**config.mk**
```make
export PLATFORM = sky130hd
export DESIGN_NAME = hazard_ctrl_flat
export DESIGN_NICKNAME = d
export VERILOG_FILES = /design/src/rtl/hazard_pkg.sv /design/src/rtl/hazard_ctrl_if.sv /design/src/rtl/sat_counter.sv /design/src/rtl/hazard_ctrl.sv /design/src/flat_wrapper.sv
export SDC_FILE = /design/constraint.sdc
export NUM_CORES = 1
export LEC_CHECK = 0
export CAP_MARGIN = 20
export CORE_MARGIN = 4
export CORE_UTILIZATION = 43
export CTS_CLUSTER_DIAMETER = 80
export DETAILED_ROUTE_END_ITERATION = 16
export PLACE_DENSITY = 0.87
export SYNTH_ARGS = -nofsm -noshare
export SYNTH_HDL_FRONTEND = slang
export SYNTH_HIERARCHICAL = 1
export SYNTH_SLANG_ARGS = --single-unit
```
**constraint.sdc**
```tcl
create_clock -name clk -period 2.6 [get_ports clk]
set_input_delay 0.52 -clock clk [delete_from_list [all_inputs] [get_ports clk]]
set_output_delay 0.52 -clock clk [all_outputs]
set_load 0.03 [all_outputs]
```
**src/rtl/hazard_pkg.sv**
```systemverilog
// Shared definitions for the pipeline hazard controller.
// - hz_state_e : controller FSM state encoding
// - Nop        : canonical NOP (addi x0,x0,0) loaded into IF_ID on a flush
// - Opc*       : RV32 major opcodes used upstream to derive id_uses_rs2
package hazard_pkg;

  typedef enum logic [1:0] {
    StRun     = 2'd0,
    StMemWait = 2'd1,
    StHalt    = 2'd2
  } hz_state_e;

  localparam logic [31:0] Nop = 32'h0000_0013;

  localparam logic [6:0] OpcLoad   = 7'b000_0011;
  localparam logic [6:0] OpcOpImm  = 7'b001_0011;
  localparam logic [6:0] OpcStore  = 7'b010_0011;
  localparam logic [6:0] OpcOp     = 7'b011_0011;
  localparam logic [6:0] OpcBranch = 7'b110_0011;

  // True when an instruction with this opcode reads rs2 (R-type, store, branch).
  function automatic logic uses_rs2_f(input logic [6:0] opc);
    unique case (opc)
      OpcOp, OpcStore, OpcBranch: return 1'b1;
      OpcLoad, OpcOpImm:          return 1'b0;
      default:                    return 1'b0;
    endcase
  endfunction

endpackage

```
**src/rtl/hazard_ctrl_if.sv**
```systemverilog
// Bundle between the pipeline datapath and the hazard controller.
// master : pipeline side (drives ID/EX/MEM state, receives stage controls)
// slave  : controller side (reads pipeline state, drives stage controls)
interface hazard_ctrl_if #(
  parameter int unsigned CNT_W = 16
);
  // Pipeline state seen by the controller
  logic [4:0]       if_id_rs1;
  logic [4:0]       if_id_rs2;
  logic             id_uses_rs2;
  logic             id_is_branch;
  logic             branch_taken;
  logic             id_ex_regw;
  logic             id_ex_memr;
  logic [4:0]       id_ex_rd;
  logic             ex_mem_memr;
  logic             ex_mem_memw;
  logic [4:0]       ex_mem_rd;
  logic             dmem_ready;
  // Stage controls and status
  logic             pc_write;
  logic             if_id_write;
  logic             if_id_flush;
  logic             id_ex_write;
  logic             id_ex_bubble;
  logic             ex_mem_write;
  logic             mem_wb_bubble;
  logic             mem_timeout;
  logic [CNT_W-1:0] stall_cnt;
  logic [CNT_W-1:0] flush_cnt;

  modport master (
    output if_id_rs1, if_id_rs2, id_uses_rs2, id_is_branch, branch_taken,
           id_ex_regw, id_ex_memr, id_ex_rd, ex_mem_memr, ex_mem_memw, ex_mem_rd, dmem_ready,
    input  pc_write, if_id_write, if_id_flush, id_ex_write, id_ex_bubble, ex_mem_write,
           mem_wb_bubble, mem_timeout, stall_cnt, flush_cnt
  );

  modport slave (
    input  if_id_rs1, if_id_rs2, id_uses_rs2, id_is_branch, branch_taken,
           id_ex_regw, id_ex_memr, id_ex_rd, ex_mem_memr, ex_mem_memw, ex_mem_rd, dmem_ready,
    output pc_write, if_id_write, if_id_flush, id_ex_write, id_ex_bubble, ex_mem_write,
           mem_wb_bubble, mem_timeout, stall_cnt, flush_cnt
  );

endinterface

```
**src/rtl/sat_counter.sv**
```systemverilog
// Saturating up-counter with enable and synchronous clear.
// clk_i : clock
// clr_i : synchronous clear (dominates en_i)
// en_i  : count enable; holds at all-ones instead of wrapping
// cnt_o : current count
module sat_counter #(
  parameter int unsigned Width = 16
) (
  input  logic             clk_i,
  input  logic             clr_i,
  input  logic             en_i,
  output logic [Width-1:0] cnt_o
);

  logic [Width-1:0] cnt_q, cnt_d;

  always_comb begin
    cnt_d = cnt_q;
    if (clr_i) begin
      cnt_d = '0;
    end else if (en_i && (cnt_q != '1)) begin
      cnt_d = cnt_q + 1'b1;
    end
  end

  always_ff @(posedge clk_i) begin
    cnt_q <= cnt_d;
  end

  assign cnt_o = cnt_q;

endmodule

```
**src/rtl/hazard_ctrl.sv**
```systemverilog
// Pipeline sequencing controller for the 5-stage RV32 core.
// Detects load-use and branch-operand hazards, flushes IF/ID on a taken ID branch and
// freezes the pipeline while a data-memory access is pending. A memory access that stays
// pending for MAX_WAIT cycles parks the controller in a sticky halt until reset.
// clk   : clock
// reset : synchronous, active-high reset
// bus   : hazard_ctrl_if slave (pipeline state in, stage controls and counters out)
module hazard_ctrl
  import hazard_pkg::*;
#(
  parameter int unsigned CNT_W    = 16,
  parameter int unsigned MAX_WAIT = 8
) (
  input  logic          clk,
  input  logic          reset,
  hazard_ctrl_if.slave  bus
);

  localparam int unsigned WaitW = $clog2(MAX_WAIT + 1);
  localparam logic [WaitW-1:0] MaxWait = WaitW'(MAX_WAIT);

  hz_state_e        state_q, state_d;
  logic [WaitW-1:0] wait_q, wait_d;
  logic             timeout_q, timeout_d;

  logic lu, br, busy;
  logic id_ex_hit, ex_mem_hit;
  logic pc_write, if_id_write, if_id_flush, id_ex_write, id_ex_bubble;
  logic ex_mem_write, mem_wb_bubble;
  logic [CNT_W-1:0] stall_cnt, flush_cnt;

  // x0 is hard-wired, so a zero destination never creates a dependency.
  always_comb begin
    id_ex_hit  = (bus.id_ex_rd != 5'd0) &&
                 ((bus.id_ex_rd == bus.if_id_rs1) ||
                  (bus.id_uses_rs2 && (bus.id_ex_rd == bus.if_id_rs2)));
    ex_mem_hit = (bus.ex_mem_rd != 5'd0) &&
                 ((bus.ex_mem_rd == bus.if_id_rs1) ||
                  (bus.id_uses_rs2 && (bus.ex_mem_rd == bus.if_id_rs2)));
    lu   = bus.id_ex_memr && id_ex_hit;
    // Branches compare in ID, so they also wait on ALU results and on loads one stage later.
    br   = bus.id_is_branch &&
           ((bus.id_ex_regw && id_ex_hit) || (bus.ex_mem_memr && ex_mem_hit));
    busy = (bus.ex_mem_memr || bus.ex_mem_memw) && !bus.dmem_ready;
  end

  always_comb begin
    pc_write      = 1'b1;
    if_id_write   = 1'b1;
    if_id_flush   = 1'b0;
    id_ex_write   = 1'b1;
    id_ex_bubble  = 1'b0;
    ex_mem_write  = 1'b1;
    mem_wb_bubble = 1'b0;
    state_d       = state_q;
    wait_d        = wait_q;
    timeout_d     = timeout_q;

    unique case (state_q)
      StRun, StMemWait: begin
        if (busy) begin
          pc_write      = 1'b0;
          if_id_write   = 1'b0;
          id_ex_write   = 1'b0;
          ex_mem_write  = 1'b0;
          mem_wb_bubble = 1'b1;
          wait_d        = (state_q == StRun) ? WaitW'(1) : wait_q + 1'b1;
          if (wait_d >= MaxWait) begin
            state_d   = StHalt;
            timeout_d = 1'b1;
          end else begin
            state_d   = StMemWait;
          end
        end else begin
          // Memory done (or never pending): normal RUN rules apply this same cycle.
          state_d = StRun;
          if (lu || br) begin
            // Branch outcome is computed from stale operands here, so it is ignored.
            pc_write     = 1'b0;
            if_id_write  = 1'b0;
            id_ex_bubble = 1'b1;
          end else if (bus.branch_taken) begin
            if_id_flush  = 1'b1;
          end
        end
      end
      StHalt: begin
        pc_write      = 1'b0;
        if_id_write   = 1'b0;
        id_ex_write   = 1'b0;
        ex_mem_write  = 1'b0;
        mem_wb_bubble = 1'b1;
      end
      default: state_d = StRun;
    endcase

    if (reset) begin
      pc_write      = 1'b1;
      if_id_write   = 1'b1;
      if_id_flush   = 1'b0;
      id_ex_write   = 1'b1;
      id_ex_bubble  = 1'b0;
      ex_mem_write  = 1'b1;
      mem_wb_bubble = 1'b0;
      state_d       = StRun;
      wait_d        = '0;
      timeout_d     = 1'b0;
    end
  end

  always_ff @(posedge clk) begin
    state_q   <= state_d;
    wait_q    <= wait_d;
    timeout_q <= timeout_d;
  end

  sat_counter #(
    .Width (CNT_W)
  ) u_stall_cnt (
    .clk_i (clk),
    .clr_i (reset),
    .en_i  (!pc_write),
    .cnt_o (stall_cnt)
  );

  sat_counter #(
    .Width (CNT_W)
  ) u_flush_cnt (
    .clk_i (clk),
    .clr_i (reset),
    .en_i  (if_id_flush),
    .cnt_o (flush_cnt)
  );

  assign bus.pc_write      = pc_write;
  assign bus.if_id_write   = if_id_write;
  assign bus.if_id_flush   = if_id_flush;
  assign bus.id_ex_write   = id_ex_write;
  assign bus.id_ex_bubble  = id_ex_bubble;
  assign bus.ex_mem_write  = ex_mem_write;
  assign bus.mem_wb_bubble = mem_wb_bubble;
  assign bus.mem_timeout   = timeout_q && !reset;
  assign bus.stall_cnt     = stall_cnt;
  assign bus.flush_cnt     = flush_cnt;

endmodule

```
**src/flat_wrapper.sv**
```systemverilog
// flat-port wrapper written by rule: the top's interface ports become plain ports
module hazard_ctrl_flat import hazard_pkg::*;
#(
  parameter int unsigned CNT_W    = 16,
  parameter int unsigned MAX_WAIT = 8
)
  (clk, reset, bus_if_id_rs1, bus_if_id_rs2, bus_id_uses_rs2, bus_id_is_branch, bus_branch_taken, bus_id_ex_regw, bus_id_ex_memr, bus_id_ex_rd, bus_ex_mem_memr, bus_ex_mem_memw, bus_ex_mem_rd, bus_dmem_ready, bus_pc_write, bus_if_id_write, bus_if_id_flush, bus_id_ex_write, bus_id_ex_bubble, bus_ex_mem_write, bus_mem_wb_bubble, bus_mem_timeout, bus_stall_cnt, bus_flush_cnt);
  hazard_ctrl_if #(.CNT_W(CNT_W)) bus_i ();
  input  logic clk;
  input  logic reset;
  input wire logic [$bits(bus_i.if_id_rs1)-1:0] bus_if_id_rs1;
  input wire logic [$bits(bus_i.if_id_rs2)-1:0] bus_if_id_rs2;
  input wire logic [$bits(bus_i.id_uses_rs2)-1:0] bus_id_uses_rs2;
  input wire logic [$bits(bus_i.id_is_branch)-1:0] bus_id_is_branch;
  input wire logic [$bits(bus_i.branch_taken)-1:0] bus_branch_taken;
  input wire logic [$bits(bus_i.id_ex_regw)-1:0] bus_id_ex_regw;
  input wire logic [$bits(bus_i.id_ex_memr)-1:0] bus_id_ex_memr;
  input wire logic [$bits(bus_i.id_ex_rd)-1:0] bus_id_ex_rd;
  input wire logic [$bits(bus_i.ex_mem_memr)-1:0] bus_ex_mem_memr;
  input wire logic [$bits(bus_i.ex_mem_memw)-1:0] bus_ex_mem_memw;
  input wire logic [$bits(bus_i.ex_mem_rd)-1:0] bus_ex_mem_rd;
  input wire logic [$bits(bus_i.dmem_ready)-1:0] bus_dmem_ready;
  output wire logic [$bits(bus_i.pc_write)-1:0] bus_pc_write;
  output wire logic [$bits(bus_i.if_id_write)-1:0] bus_if_id_write;
  output wire logic [$bits(bus_i.if_id_flush)-1:0] bus_if_id_flush;
  output wire logic [$bits(bus_i.id_ex_write)-1:0] bus_id_ex_write;
  output wire logic [$bits(bus_i.id_ex_bubble)-1:0] bus_id_ex_bubble;
  output wire logic [$bits(bus_i.ex_mem_write)-1:0] bus_ex_mem_write;
  output wire logic [$bits(bus_i.mem_wb_bubble)-1:0] bus_mem_wb_bubble;
  output wire logic [$bits(bus_i.mem_timeout)-1:0] bus_mem_timeout;
  output wire logic [$bits(bus_i.stall_cnt)-1:0] bus_stall_cnt;
  output wire logic [$bits(bus_i.flush_cnt)-1:0] bus_flush_cnt;
  assign bus_i.if_id_rs1 = bus_if_id_rs1;
  assign bus_i.if_id_rs2 = bus_if_id_rs2;
  assign bus_i.id_uses_rs2 = bus_id_uses_rs2;
  assign bus_i.id_is_branch = bus_id_is_branch;
  assign bus_i.branch_taken = bus_branch_taken;
  assign bus_i.id_ex_regw = bus_id_ex_regw;
  assign bus_i.id_ex_memr = bus_id_ex_memr;
  assign bus_i.id_ex_rd = bus_id_ex_rd;
  assign bus_i.ex_mem_memr = bus_ex_mem_memr;
  assign bus_i.ex_mem_memw = bus_ex_mem_memw;
  assign bus_i.ex_mem_rd = bus_ex_mem_rd;
  assign bus_i.dmem_ready = bus_dmem_ready;
  assign bus_pc_write = bus_i.pc_write;
  assign bus_if_id_write = bus_i.if_id_write;
  assign bus_if_id_flush = bus_i.if_id_flush;
  assign bus_id_ex_write = bus_i.id_ex_write;
  assign bus_id_ex_bubble = bus_i.id_ex_bubble;
  assign bus_ex_mem_write = bus_i.ex_mem_write;
  assign bus_mem_wb_bubble = bus_i.mem_wb_bubble;
  assign bus_mem_timeout = bus_i.mem_timeout;
  assign bus_stall_cnt = bus_i.stall_cnt;
  assign bus_flush_cnt = bus_i.flush_cnt;
  hazard_ctrl #(.CNT_W(CNT_W), .MAX_WAIT(MAX_WAIT)) u_core (.clk(clk), .reset(reset), .bus(bus_i));
endmodule
```
After elaboration in Yosys (flattened, before gate mapping)
Index checks and enable logic that the tools add are counted.

storage, ports and cells
  memories kept = 0
  bits in registers = 39
  latch bits = 0
  logic and storage cells = 66
  RAM bits = 0
  memory bits (read-only) = 0
  output and inout bits = 40

operators by class
  eq/ne operators = 8
  $mul = 0
  shift operators = 0
  reduce and logical (&&, ||, !) cells = 26
  order comparisons = 1
  $add $sub $neg = 3
  mux-type cells = 23
  bitwise operators = 0
  div/mod/pow operators = 0

operators with widths
  kind                   number
  $add 16x1->16 const B  2
  $ne 16x16->1 const B   2
  $eq 5x5->1             4
  $mux 1                 16
  $logic_and 1x1->1      12
  $reduce_bool 5->1      2
  $pmux 1 s2             3
  $logic_or 1x1->1       5
  $add 4x1->4 const B    1
  $ge 4x4->1 const B     1
  $mux 2                 2
  $mux 4                 1
  $pmux 2 s2             1
  $logic_not 1->1        3
  $reduce_and 3->1       1
  $eq 2x1->1 const B     1
  $eq 2x2->1 const B     1
  $logic_not 2->1        1
  $reduce_and 2->1       1
  $reduce_or 2->1        1

Logic depth before layout (Yosys ltp)
  depth after elaboration = 14
  depth in mapped cells = 9
  depth with buffers taken out = 9

By module
Netlist, hierarchy kept.

by module, submodules not included
  module       instances  area each (µm²)  cells each
  sat_counter  2          848.3            99
  hazard_ctrl  1          626.9            81

Worst setup path before layout
No wires, ideal clock.

  path kind = in2reg
  start = in bus_id_ex_rd[1]
  end = reg u_core.u_flush_cnt.cnt_q[9], in the netlist u_core/u_flush_cnt/cnt_o[9]
  stages = 8
  path buffers = 1
  path slack = -237 ps
  arrival time = 2766 ps
  data required time = 2530 ps
  cell sequence = or4_2 > nor2_1 > o32a_2 > and3_1 > nand2_1 > clkbuf_1 > or4_1 > a21oi_1

on the way
  longest elaborated chain between the ends = 13
  elaborated cells on any way between the ends = 16
  those cells by class = eq/ne (2); mux (4); reduce/logical (10)

RTL lines
  item                    line                text
  start: declaration      flat_wrapper.sv:18  input wire logic [$bits(bus_i.id_ex_rd)-1:0] bus_id_ex_rd;
  $eq 5x5->1              hazard_ctrl.sv:36   (bus.id_uses_rs2 && (bus.id_ex_rd == bus.if_id_rs2)));
  $logic_and 1x1->1       hazard_ctrl.sv:36
  $logic_or 1x1->1        hazard_ctrl.sv:35   ((bus.id_ex_rd == bus.if_id_rs1) ||
  $logic_and 1x1->1 (*)   hazard_ctrl.sv:34   id_ex_hit = (bus.id_ex_rd != 5'd0) &&
  $logic_and 1x1->1       hazard_ctrl.sv:43   ((bus.id_ex_regw && id_ex_hit) || (bus.ex_mem_memr && ex_mem_hit));
  $logic_or 1x1->1        hazard_ctrl.sv:43
  $logic_and 1x1->1       hazard_ctrl.sv:42   br = bus.id_is_branch &&
  $logic_or 1x1->1 (*)    hazard_ctrl.sv:77   if (lu || br) begin
  $mux 1 (*)              hazard_ctrl.sv:77
  $mux 1 (*)              hazard_ctrl.sv:61   if (busy) begin
  $mux 1 (*)              hazard_ctrl.sv:59   unique case (state_q)
  $mux 1 (*)              hazard_ctrl.sv:97   if (reset) begin
  via bus_if_id_flush     flat_wrapper.sv:25  output wire logic [$bits(bus_i.if_id_flush)-1:0] bus_if_id_flush;
  $logic_and 1x1->1 (*)   sat_counter.sv:21   end else if (en_i && (cnt_q != '1)) begin
  end signal: assignment  sat_counter.sv:27   cnt_q <= cnt_d;
  end: declaration        sat_counter.sv:15   logic [Width-1:0] cnt_q, cnt_d;

The timed path passes the listed nets; every way through them passes the cells marked *.
A chain may end at the register's enable or synchronous reset.

Worst setup path in the final report
  start = in bus_id_ex_rd[4]
  end = out bus_id_ex_bubble

on the way
  longest elaborated chain between the ends = 12
  elaborated cells on any way between the ends = 15
  those cells by class = eq/ne (2); mux (4); reduce/logical (9)

RTL lines
  item                   line                text
  $eq 5x5->1             hazard_ctrl.sv:36
  $logic_and 1x1->1      hazard_ctrl.sv:36
  $logic_or 1x1->1       hazard_ctrl.sv:35
  $logic_and 1x1->1 (*)  hazard_ctrl.sv:34
  $logic_and 1x1->1      hazard_ctrl.sv:43
  $logic_or 1x1->1       hazard_ctrl.sv:43
  $logic_and 1x1->1      hazard_ctrl.sv:42
  $logic_or 1x1->1 (*)   hazard_ctrl.sv:77
  $mux 1 (*)             hazard_ctrl.sv:77
  $mux 1 (*)             hazard_ctrl.sv:61
  $mux 1 (*)             hazard_ctrl.sv:59
  $mux 1 (*)             hazard_ctrl.sv:97
  end: declaration       flat_wrapper.sv:27  output wire logic [$bits(bus_i.id_ex_bubble)-1:0] bus_id_ex_bubble;

Mark *: on every way between the ends. The rest lies on a longest branch, timed or not.

==> results.json <==
{
  "fin_nets": 412,
  "maxSlewViolCount": 0,
  "rows": 26,
  "power.leakage_nw": 1.266,
  "drtIter0Drc": 121,
  "yosysWarnings": 6,
  "clockRootBuffer": "clkbuf_8",
  "fin_area_mm2": 0.003453,
  "syn_to_final_growth_pct": 48.63,
  "worstHoldStart": "u_core/timeout_q$_SDFFE_PP0P_",
  "worstHoldPathType": "register to register",
  "drc": 0,
  "stdcell_count": 450,
  "final_common_cell": "clkdlybuf4s50_1",
  "async_flop_share": 0,
  "holdPathStages": 2,
  "synthTopCellsByArea": "dfxtp_1, xor2_1, a21oi_1",
  "ys_types": 43,
  "synth_nets": 312,
  "period_needed_ns": 2.651,
  "crit_type": "input port to output pin",
  "syn_inst": 279,
  "fin_util": 0.6676,
  "final_hold_viol_count": 0,
  "holdPathEnd": "u_core/timeout_q$_SDFFE_PP0P_",
  "worst-r2r-cell-count": 8,
  "arrival_ns": 2.13,
  "cts_tree": "done",
  "relSlewSlack": 0.5881,
  "antenna_cells": 0,
  "gr-total-overflow": 0,
  "status": "finished with violations",
  "r2r_end": "u_core/u_flush_cnt/cnt_o[12]$_SDFFE_PP0P_",
  "fin_crit_sh": 1.020,
  "grt_pass1_vias": 2396,
  "clk_pin_slew_worst_paths_ns": 0.08,
  "cts_buffer_depth": 2,
  "drv_cap": 0,
  "powerDensity_mw_per_mm2": 350.5,
  "skew_ns": 0.008933,
  "synth.avg_cell_area_um2": 8.328,
  "port_buffers": 69,
  "io_pins": 70,
  "drive_above_1_share": 0.2289,
  "cts_htree_levels": 2,
  "drtPass1Iterations": 4,
  "startpoint_type": "input port",
  "crit_path_max_fanout": 4,
  "die_h_um": 81.51,
  "dpl_cell_area_mm2": 0.003294,
  "design.die.area_mm2": 0.006644,
  "hpwl_um": 4898,
  "setup_violations": 1,
  "ir_drop_mv": 0.2857,
  "setup_tns_ns": -0.05099,
  "dr_total_vias": 2551,
  "routed_wl_um": 6601,
  "final_cell_mix": "clkdlybuf4s50_1, dfxtp_1, buf_4",
  "gp_congestion": 0.8151,
  "synth_edf_count": 0,
  "regToRegSetupSlack_ns": 0.62,
  "yosys.area.top_type": "dfxtp_1",
  "r2r_start": "u_core/state_q[1]$_SDFFE_PP0P_",
  "cts_sinks": 39,
  "endpoint_kind": "output pin",
  "crit_required_ns": 2.08,
  "core_mm2": 0.005172,
  "syn_area_mm2": 0.002323,
  "track_usage": 0.2019,
  "fill_cells": 421,
  "synth_top_area_frac": 0.3360,
  "violations": "negative setup slack",
  "die_w_um": 81.51,
  "ant_nets": 0,
  "clk_latency_ns": 0.29,
  "rsz0062_at_grt": "yes",
  "synth_seq_cells": 39,
  "grt_pass1_wl_um": 10790,
  "worst_slew_pin_slew_ns": 0.6133,
  "initial_utilization": 0.4492,
  "clock.fmax_mhz": 377.2,
  "synth-seq-area-share": 0.3360,
  "vias_per_cell": 5.669,
  "cts_hold_buffers": 0,
  "antenna_found_initial": 0,
  "dpl.cell_count": 440,
  "yosys_most_used_dff": "dfxtp_1",
  "total_power_mw": 1.210,
  "fin_ws_ns": -0.05099,
  "cts_buffers": 5,
  "drt-wirelength-per-cell_um": 14.67,
  "grt_max_degree": 44
}
==> logic make-up after synthesis <==
group / after synthesis / share of synthesized area
multiplexers: 4 / 0.01831
flip-flops: 39 / 0.3360
XOR/XNOR: 25 / 0.09424
AO/OA/AOI/OAI: 62 / 0.1659
buffers and inverters: 19 / 0.03500
adder cells (fa/ha/maj): 3 / 0.01616
AND/OR/NAND/NOR: 127 / 0.3344
==> stage by stage <==
stage | setup slack (ns) | hold slack [ns]
6_report | -0.05099 | 0.4611
5_1_grt | -0.09411 | 0.5021
3_5_place_dp | -0.6458 | 0.4560
4_1_cts | 0.008116 | 0.4669
2_1_floorplan | -0.03248 | 0.4321
3_3_place_gp | -0.5469 | 0.4441
==> metal layers <==
| layer | vias to the layer above | share of wire | global-route usage |
|---|---|---|---|
| met2 | 74 | 0.52 | 0.3510 |
| li1 | 1246 | - | - |
| met1 | 1227 | 0.43 | 0.2495 |
| met5 | - | 0 | 0 |
| met3 | 4 | 0.047 | 0.04605 |
| met4 | 0 | 0.0055 | 0.05405 |
==> worst max path at each step <==
stage | endpoint | from | slack [ns]
after global routing | bus_id_ex_bubble | bus_id_ex_rd[4] | -0.09
after floorplan | u_core/u_stall_cnt/cnt_o[9]$_SDFFE_PP0P_ | bus_id_ex_rd[4] | -0.03
after global placement | u_core/u_stall_cnt/cnt_o[6]$_SDFFE_PP0P_ | bus_id_ex_rd[4] | -0.55
after detailed placement | u_core/u_stall_cnt/cnt_o[6]$_SDFFE_PP0P_ | bus_id_ex_rd[3] | -0.65
after CTS | bus_pc_write | bus_if_id_rs2[1] | 0.008
final | bus_id_ex_bubble | bus_id_ex_rd[4] | -0.05
==> where the power goes <==
part	internal, mW	switching [mW]	total (mW)	leakage [nW]
combinational	0.103	0.0991	0.202	0.910
sequential	0.602	0.00700	0.609	0.315
clock	0.187	0.212	0.399	0.0412
==> final cells by class <==
cell class              count  area, um2  area share
flip-flops and latches     39      780.7      0.2261
clock inverters             2      12.51    0.003623
repair buffers            104      917.1      0.2656
clock buffers               6      72.57     0.02101
inverters                   8      30.03    0.008696
multi-input cells         221       1553      0.4496
well taps                  70      87.58     0.02536
==> synth_stat cells, types with 3 or more instances <==
cell type,number
a21oi_1,27
dfxtp_1,39
nand2_1,15
inv_1,8
or4_1,15
and4_1,6
nor4_1,6
nor3_1,13
or3_1,7
nor2b_1,5
nand3_1,14
nand4_1,6
and3_1,3
o31ai_1,12
xnor2_1,6
xor2_1,19
clkbuf_1,5
o21ai_0,9
ha_1,3
nor2_1,22
==> worst max-delay path: stages <==
cell and delay (ns):
buf_6 0.09, xor2_1 0.16, nor4_2 0.33, a32oi_1 0.15, o32a_2 0.44, buf_6 0.13
nor3_2 0.13, buf_4 0.18
==> registers in the layout (all words and copies together), names as in the netlist <==
signal / cells
u_core/timeout_q: 1
u_core/wait_q: 4
u_core/state_q: 2
u_core/u_flush_cnt/cnt_o: 16
u_core/u_stall_cnt/cnt_o: 16
==> repair_timing <==
| item | in CTS | in global routing |
|---|---|---|
| pin swaps | 13 | 9 |
| cloned | 0 | 0 |
| buffers inserted | 1 | 1 |
| hold endpoints to repair | 0 | 0 |
| endpoints found under the setup margin | 32 | 27 |
| gates resized for setup | 50 | 23 |
Power figures use the tool's default switching activity.
